**src/rtl/dsm2_sinc3_dec_if.sv**
```systemverilog
// Sample-side bundle of the sinc3 decimator: bitstream in, decimated samples out
// over valid/ready, plus the sticky overrun flag and its clear strobe.
interface dsm2_sinc3_dec_if #(
  parameter int DECIM = 64
);
  localparam int ACC_W = 3 * $clog2(DECIM) + 2;

  logic             en;
  logic             data_in;
  logic [ACC_W-1:0] dout;
  logic             dout_valid;
  logic             dout_ready;
  logic             overrun;
  logic             clr_ovr;

  // master = decimator (sample producer), slave = downstream consumer / stimulus
  modport master (
    input  en, data_in, dout_ready, clr_ovr,
    output dout, dout_valid, overrun
  );
  modport slave (
    output en, data_in, dout_ready, clr_ovr,
    input  dout, dout_valid, overrun
  );
endinterface

```
**src/rtl/dsm2_sinc3_dec.sv**
```systemverilog
// sinc3 (CIC) decimator for the 2nd-order delta-sigma bitstream: three integrators at
// modulator rate, three combs at the decimated rate, valid/ready sample output.
module dsm2_sinc3_dec #(
  parameter int DECIM = 64,
  parameter int SKIP  = 2
) (
  input  logic                   clk,
  input  logic                   rstx,
  dsm2_sinc3_dec_if.master       bus
);
  localparam int ACC_W = 3 * $clog2(DECIM) + 2;
  localparam int CNT_W = $clog2(DECIM);
  localparam int SKW   = ($clog2(SKIP + 1) > 0) ? $clog2(SKIP + 1) : 1;
  localparam logic [SKW-1:0]   SKIP_END = SKW'(SKIP);
  localparam logic [CNT_W-1:0] CNT_LAST = CNT_W'(DECIM - 1);

  // Handshake: a sample transfers on a rising edge where dout_valid && dout_ready.
  // dout_valid stays high until that transfer; a newer sample may replace an
  // untaken one, which sets the sticky overrun flag.

  logic [ACC_W-1:0] r_i1, r_i2, r_i3;
  logic [ACC_W-1:0] r_d1, r_d2, r_d3;
  logic [ACC_W-1:0] r_dout;
  logic [CNT_W-1:0] r_cnt;
  logic [SKW-1:0]   r_skip;
  logic             r_tick;
  logic             r_valid;
  logic             r_ovr;

  logic [ACC_W-1:0] w_x;
  logic [ACC_W-1:0] w_i1, w_i2, w_i3;
  logic [ACC_W-1:0] w_c1, w_c2, w_c3;
  logic             w_tick, w_warm, w_load, w_take, w_ovr_set;

  // +1 / -1 in two's complement; all sums wrap modulo 2^ACC_W on purpose
  assign w_x  = bus.data_in ? ACC_W'(1) : {ACC_W{1'b1}};
  assign w_i1 = r_i1 + w_x;
  assign w_i2 = r_i2 + w_i1;
  assign w_i3 = r_i3 + w_i2;

  assign w_c1 = r_i3 - r_d1;
  assign w_c2 = w_c1 - r_d2;
  assign w_c3 = w_c2 - r_d3;

  assign w_tick    = bus.en && (r_cnt == CNT_LAST);
  assign w_warm    = (r_skip == SKIP_END);
  assign w_load    = r_tick && w_warm;
  assign w_take    = r_valid && bus.dout_ready;
  assign w_ovr_set = w_load && r_valid && !bus.dout_ready;

  always_ff @(posedge clk or negedge rstx) begin
    if (!rstx) begin
      r_i1    <= '0;
      r_i2    <= '0;
      r_i3    <= '0;
      r_d1    <= '0;
      r_d2    <= '0;
      r_d3    <= '0;
      r_dout  <= '0;
      r_cnt   <= '0;
      r_skip  <= '0;
      r_tick  <= 1'b0;
      r_valid <= 1'b0;
      r_ovr   <= 1'b0;
    end else begin
      if (bus.en) begin
        r_i1  <= w_i1;
        r_i2  <= w_i2;
        r_i3  <= w_i3;
        r_cnt <= r_cnt + CNT_W'(1);
      end
      r_tick <= w_tick;

      // comb runs one edge after the tick, on the settled i3
      if (r_tick) begin
        r_d1 <= r_i3;
        r_d2 <= w_c1;
        r_d3 <= w_c2;
        if (!w_warm) r_skip <= r_skip + SKW'(1);
      end

      if (w_load) begin
        r_dout  <= w_c3;
        r_valid <= 1'b1;
      end else if (w_take) begin
        r_valid <= 1'b0;
      end

      if (w_ovr_set)        r_ovr <= 1'b1;
      else if (bus.clr_ovr) r_ovr <= 1'b0;
    end
  end

  assign bus.dout       = r_dout;
  assign bus.dout_valid = r_valid;
  assign bus.overrun    = r_ovr;
endmodule

```
**src/flat_wrapper.sv**
```systemverilog
// flat-port wrapper written by rule: the top's interface ports become plain ports
module dsm2_sinc3_dec_flat 
#(
  parameter int DECIM = 64,
  parameter int SKIP  = 2
)
  (clk, rstx, bus_en, bus_data_in, bus_dout_ready, bus_clr_ovr, bus_dout, bus_dout_valid, bus_overrun);
  dsm2_sinc3_dec_if #(.DECIM(DECIM)) bus_i ();
  input  logic clk;
  input  logic rstx;
  input wire logic [$bits(bus_i.en)-1:0] bus_en;
  input wire logic [$bits(bus_i.data_in)-1:0] bus_data_in;
  input wire logic [$bits(bus_i.dout_ready)-1:0] bus_dout_ready;
  input wire logic [$bits(bus_i.clr_ovr)-1:0] bus_clr_ovr;
  output wire logic [$bits(bus_i.dout)-1:0] bus_dout;
  output wire logic [$bits(bus_i.dout_valid)-1:0] bus_dout_valid;
  output wire logic [$bits(bus_i.overrun)-1:0] bus_overrun;
  assign bus_i.en = bus_en;
  assign bus_i.data_in = bus_data_in;
  assign bus_i.dout_ready = bus_dout_ready;
  assign bus_i.clr_ovr = bus_clr_ovr;
  assign bus_dout = bus_i.dout;
  assign bus_dout_valid = bus_i.dout_valid;
  assign bus_overrun = bus_i.overrun;
  dsm2_sinc3_dec #(.DECIM(DECIM), .SKIP(SKIP)) u_core (.clk(clk), .rstx(rstx), .bus(bus_i));
endmodule
```
**config.mk**
```make
export PLATFORM = sky130hd
export DESIGN_NAME = dsm2_sinc3_dec_flat
export DESIGN_NICKNAME = d
export VERILOG_FILES = /design/src/rtl/dsm2_sinc3_dec_if.sv /design/src/rtl/dsm2_sinc3_dec.sv /design/src/flat_wrapper.sv
export SDC_FILE = /design/constraint.sdc
export NUM_CORES = 1
export LEC_CHECK = 0
export CAP_MARGIN = 15
export CORE_MARGIN = 5
export CORE_UTILIZATION = 45
export CTS_CLUSTER_DIAMETER = 120
export CTS_CLUSTER_SIZE = 10
export DETAILED_ROUTE_END_ITERATION = 8
export PLACE_DENSITY_LB_ADDON = 0.2
export SLEW_MARGIN = 10
export SYNTH_ARGS = -nofsm -noshare
export SYNTH_HDL_FRONTEND = slang
export SYNTH_SLANG_ARGS = --single-unit
```
**constraint.sdc**
```tcl
create_clock -name clk -period 7.3 [get_ports clk]
set_input_delay 1.46 -clock clk [delete_from_list [all_inputs] [get_ports clk]]
set_output_delay 1.46 -clock clk [all_outputs]
set_load 0.005 [all_outputs]
```
Word level (Yosys, flattened, before mapping)
Index checks and enable logic that the tools add are counted.
- register bits after elaboration: 151
- input port bits: 6
- word-level logic and storage cells: 37
- add/subtract/negate cells: 8
- equality and inequality tests: 2
- muxes and demuxes: 5
- bitwise operators: 1
- reductions and logical operators: 9
- operators with widths (operator ; count):
    $add 20x20->20 ; 3
    $sub 20x20->20 ; 3
    $mux 20 ; 1
    $add 6x1->6 const B ; 1
    $eq 6x6->1 const B ; 1
    $logic_and 1x1->1 ; 5
    $mux 1 ; 4
    $reduce_bool 2->1 ; 2
    $add 2x1->2 const B ; 1
    $eq 2x2->1 const B ; 1
    $reduce_and 2->1 ; 1
    $logic_not 1->1 ; 1
    $not 1->1 ; 1

Depth between registers and ports, before layout
- depth after elaboration: 5
- mapped depth: 28
- depth with buffers taken out: 28

Worst setup path before layout
No wires, ideal clock.
- kind: input port to flip-flop
- start: input port bus_data_in
- end: register u_core.r_i3[18]
- library setup time: 0.136 ns
- arrival time: 6.029 ns
- required time: 7.164 ns
- setup slack: 1.135 ns
- stages on the path: 25
- buffers on the path: 2
- cells stage by stage: inv_1 ha_1 nor2b_1 o21ai_0 a21oi_1 o21ai_0 a21oi_1 a21o_1 a21oi_1 xnor2_1 ha_1 clkbuf_1 nand4_1 o21ai_0 xor2_1 ha_1 clkbuf_1 a21o_1 a21o_1 a21oi_1 o21ai_0 a211oi_1 a21oi_1 xnor2_1 a21oi_1
- longest elaborated chain between the ends: 4
- RTL lines (element ; line ; text):
    from (decl) ; flat_wrapper.sv:12 ; input wire logic [$bits(bus_i.data_in)-1:0] bus_data_in;
    $mux 20 ; dsm2_sinc3_dec.sv:36 ; assign w_x = bus.data_in ? ACC_W'(1) : {ACC_W{1'b1}};
    $add 20x20->20 ; dsm2_sinc3_dec.sv:37 ; assign w_i1 = r_i1 + w_x;
    via u_core.w_i1[10] ; dsm2_sinc3_dec.sv:31 ; logic [ACC_W-1:0] w_i1, w_i2, w_i3;
    $add 20x20->20 ; dsm2_sinc3_dec.sv:38 ; assign w_i2 = r_i2 + w_i1;
    via u_core.w_i2[11] ; dsm2_sinc3_dec.sv:31 ;
    $add 20x20->20 ; dsm2_sinc3_dec.sv:39 ; assign w_i3 = r_i3 + w_i2;
    to (signal assigned) ; dsm2_sinc3_dec.sv:69 ; r_i3 <= w_i3;
    to (decl) ; dsm2_sinc3_dec.sv:21 ; logic [ACC_W-1:0] r_i1, r_i2, r_i3;
The timed path passes the listed nets, and every way through them passes these cells.
A chain may end at the register's enable or synchronous reset.

Final worst setup path
Same ends and word-level chain as after synthesis.

==> out/metrics.yaml <==
period_share_pct: 88.6
post_cts_buffers: 0
clk_pin_slew_ns: 0.07
drc: 0
worstPathMaxFanout: 17
routed_wl_microns: 20300
start_util_pct: 45.9
area.growth.synth_to_final_pct: 10.4
ys_ff_latch: 151
drive_above_1_share_pct: 9.79
async_flop_share_pct: 100
clock_latency_ns: 0.42
io_pins: 28
drv_slew: 0
worstMarginPinSlew_ns: 1.06
synth_edf_count: 0
root_buffer: "clkbuf_16"
drt_iter0_drc: 449
start_kind: "primary input"
synth_warnings: 0
fill_cells: 2238
syn_inst: 1169
critical_path.endpoint_type: "register"
status: "complete, no violations"
cpMaxStageDelayCell: "clkdlybuf4s50_1"
critical_path.top_delay_family: "compound AO/OA/AOI/OAI gates"
grt_pass1_wl_microns: 36000
hold_class: "register to register"
crit_chain: "clkdlybuf4s50_1 > inv_1 > buf_4 > ha_1 > o21ai_0 > a21oi_1 > o21ai_0 > a21oi_1 > a21o_1 > a21oi_1 > xnor2_1 > ha_1 > nand4_1 > o21ai_0 > xor2_1 > ha_1 > a21o_1 > a21o_1 > a21oi_1 > o21ai_0 > a211oi_1 > a21oi_1 > xnor2_1 > a21oi_1"
avgSynthCellArea_sq_um: 9.26
viasPerCell: 5.23
grt_pass1_vias: 7769
ctsResizeCount: 0
hpwl_microns: 15000
clock_skew_ns: 0.00933
ctsHoldBuffers: 0
groute.usage.overall_pct: 15.7
diodes: 0
die_area_sq_mm: 0.0273
cts_inserted_buffers: 17
fmax_mhz: 155
synth_cell_types: 61
die_h_microns: 165
gp_congestion: 0.822
place_inst: 1492
cts_sinks: 151
required_ns: 7.56
syn-num-nets: 1299
maxCapViolCount: 0
num_vias: 7970
wl_per_cell_microns: 13.3
worst-path-buf-inv: 3
rsz0062_at_grt: "false"
cts_tree: "yes"
final_nets: 1322
arrival_ns: 6.73
postRouteAntennaNets: 0
grt_max_degree: 112
synth_top_flop_cell: "dfrtp_1"
fin_crit_ns: 6.47
hold_viol: 0
yosysSeqAreaShare_pct: 34.9
core_area_sq_mm: 0.0236
num_rows: 56
relSlewSlack_pct: 29.6
path_class: "primary input to register"
layout.cells.non_filler: 1524
drtPass1Iterations: 5
critPathMostFrequentCell: "a21oi_1"
antenna_found_initial: 0
overflow: 0
clockBufferDepth: 2
cts-htree-levels: 4
port_buffers: 27
die_x_microns: 165
netlist_area_sq_mm: 0.0108
setup_tns_ns: 0
cpPeakStageDelay_ns: 0.55
setup_violations: 0
==> per-stage QoR <==
step	instance area, sq um	setup slack, ns	util [%]	hold slack, ns
after floorplan	10800	1.14	-	0.442
after global placement	11400	0.555	48.3	0.460
after detailed placement	11400	0.450	48.3	0.461
after CTS	12000	0.890	50.6	0.476
after global routing	12000	0.248	50.6	0.498
final	12000	0.832	50.6	0.473
==> layout make-up <==
type	instances	area, sq um	area share (%)
Clock buffer	17	425	3.56
Clock inverter	15	119	0.994
Inverter	100	375	3.14
Multi-Input combinational cell	891	6560	54.9
Sequential cell	151	3780	31.6
Tap cell	319	399	3.34
Timing Repair Buffer	31	297	2.48
==> layout by cell type (no fill, tap or decap), types with 6 or more instances in the layout <==
master / count
dfrtp_1: 150
ha_1: 118
nand2_1: 112
o21ai_0: 104
inv_1: 100
xnor2_1: 77
a21oi_1: 77
nor2_1: 74
mux2_2: 65
a21o_1: 37
clkdlybuf4s50_1: 25
xor2_1: 24
nand3_1: 18
clkbuf_16: 17
nor2b_1: 15
nor3_1: 15
o21a_1: 15
o21bai_1: 14
nand2b_1: 12
a211oi_1: 10
a21boi_0: 8
or3_1: 7
nand4_1: 6
mux2i_1: 6
fa_1: 6
inv_6: 6
==> worst paths after layout <==
kind                                        startpoint                               to  slack (ns)  depth (start not counted)
hold / removal             u_core.r_cnt[5]$_DFFE_PN0P_      u_core.r_cnt[5]$_DFFE_PN0P_        0.47                          1
setup / recovery                           bus_data_in      u_core.r_i3[18]$_DFFE_PN0P_        0.83                         24
max in group asynchronous                         rstx       u_core.r_i3[7]$_DFFE_PN0P_        4.85                          2
hold reg to reg            u_core.r_cnt[5]$_DFFE_PN0P_      u_core.r_cnt[5]$_DFFE_PN0P_        0.47                          1
setup reg to reg            u_core.r_i3[0]$_DFFE_PN0P_  u_core.bus.dout[19]$_DFFE_PN0P_        1.05                         24
min in group asynchronous                         rstx  u_core.bus.dout[17]$_DFFE_PN0P_        1.11                          1
==> worst register-to-register path, stage by stage (launching register included) <==
cell,delay (ns)
dfrtp_1,0.37
inv_1,0.07
ha_1,0.21
fa_1,0.41
nor2b_1,0.13
o21ai_0,0.11
a21boi_0,0.32
nor2_1,0.12
ha_1,0.33
a21boi_0,0.27
o21ai_0,0.15
a21boi_0,0.43
o21ai_0,0.15
a31oi_1,0.25
o41ai_1,0.11
xnor2_1,0.20
ha_1,0.33
a21o_1,0.18
a21o_1,0.19
a2111oi_0,0.67
o21ai_0,0.28
a31o_2,0.29
a21oi_1,0.17
xnor3_1,0.31
o21ai_1,0.14
==> state kept, by name (all words and copies together), names as in the netlist, 6 cells and up <==
name,flops
u_core.r_i1,20
u_core.r_i3,20
u_core.r_d2,20
u_core.bus.dout,20
u_core.r_d1,20
u_core.r_i2,20
u_core.r_cnt,6
u_core.r_d3,20
==> cells in the mapped netlist (3+ instances only) <==
master / count / area share, %
inv_1: 100 / 3.5
o211ai_1: 4 / 0.28
a21oi_1: 77 / 3.6
a31oi_1: 5 / 0.29
o22ai_1: 3 / 0.17
a21o_1: 37 / 2.6
fa_1: 6 / 1.1
o31ai_1: 4 / 0.28
a41oi_1: 3 / 0.24
nand4_1: 6 / 0.35
buf_1: 5 / 0.17
xnor2_1: 77 / 6.2
mux2_2: 65 / 6.8
xnor3_1: 3 / 0.62
nor2b_1: 15 / 0.87
a211o_1: 3 / 0.24
nand2b_1: 12 / 0.69
and2_1: 3 / 0.17
nand2_1: 112 / 3.9
o21ai_0: 104 / 4.8
mux2i_1: 6 / 0.55
xor2_1: 24 / 1.9
nand3_1: 18 / 0.83
o21bai_1: 14 / 0.97
o221ai_1: 3 / 0.24
a211oi_1: 10 / 0.69
o21a_1: 15 / 1.0
or2_2: 5 / 0.29
and3_1: 3 / 0.17
dfrtp_1: 151 / 35
nor2_1: 74 / 2.6
or3_1: 7 / 0.40
ha_1: 118 / 14
a21boi_0: 8 / 0.55
clkbuf_1: 20 / 0.69
o31a_1: 4 / 0.32
nor3_1: 15 / 0.69
==> cells by family (layout without fill, tap and decap cells) <==
group	Yosys count	count (layout)	synth area share (%)
buf+inv	127	163	4.53
mux	71	71	7.31
fa+ha+maj	124	124	14.7
simple gates	278	278	11.5
flops	151	151	34.9
xor+xnor	105	105	8.94
compound gates	313	313	18.1
==> layer usage <==
layer / wire, microns / up-vias / share of wire [%] / GRT usage [%]
met5: 0 / - / 0 / 0
met4: 254 / 0 / 1.3 / 4.20
met3: 508 / 22 / 2.5 / 2.23
met2: 9420 / 76 / 46 / 26.2
met1: 10100 / 3749 / 50 / 21.5
li1: - / 4123 / - / -
Power is not shown: default switching activity piles up to over one toggle a cycle in this logic, so the estimate is an artifact.
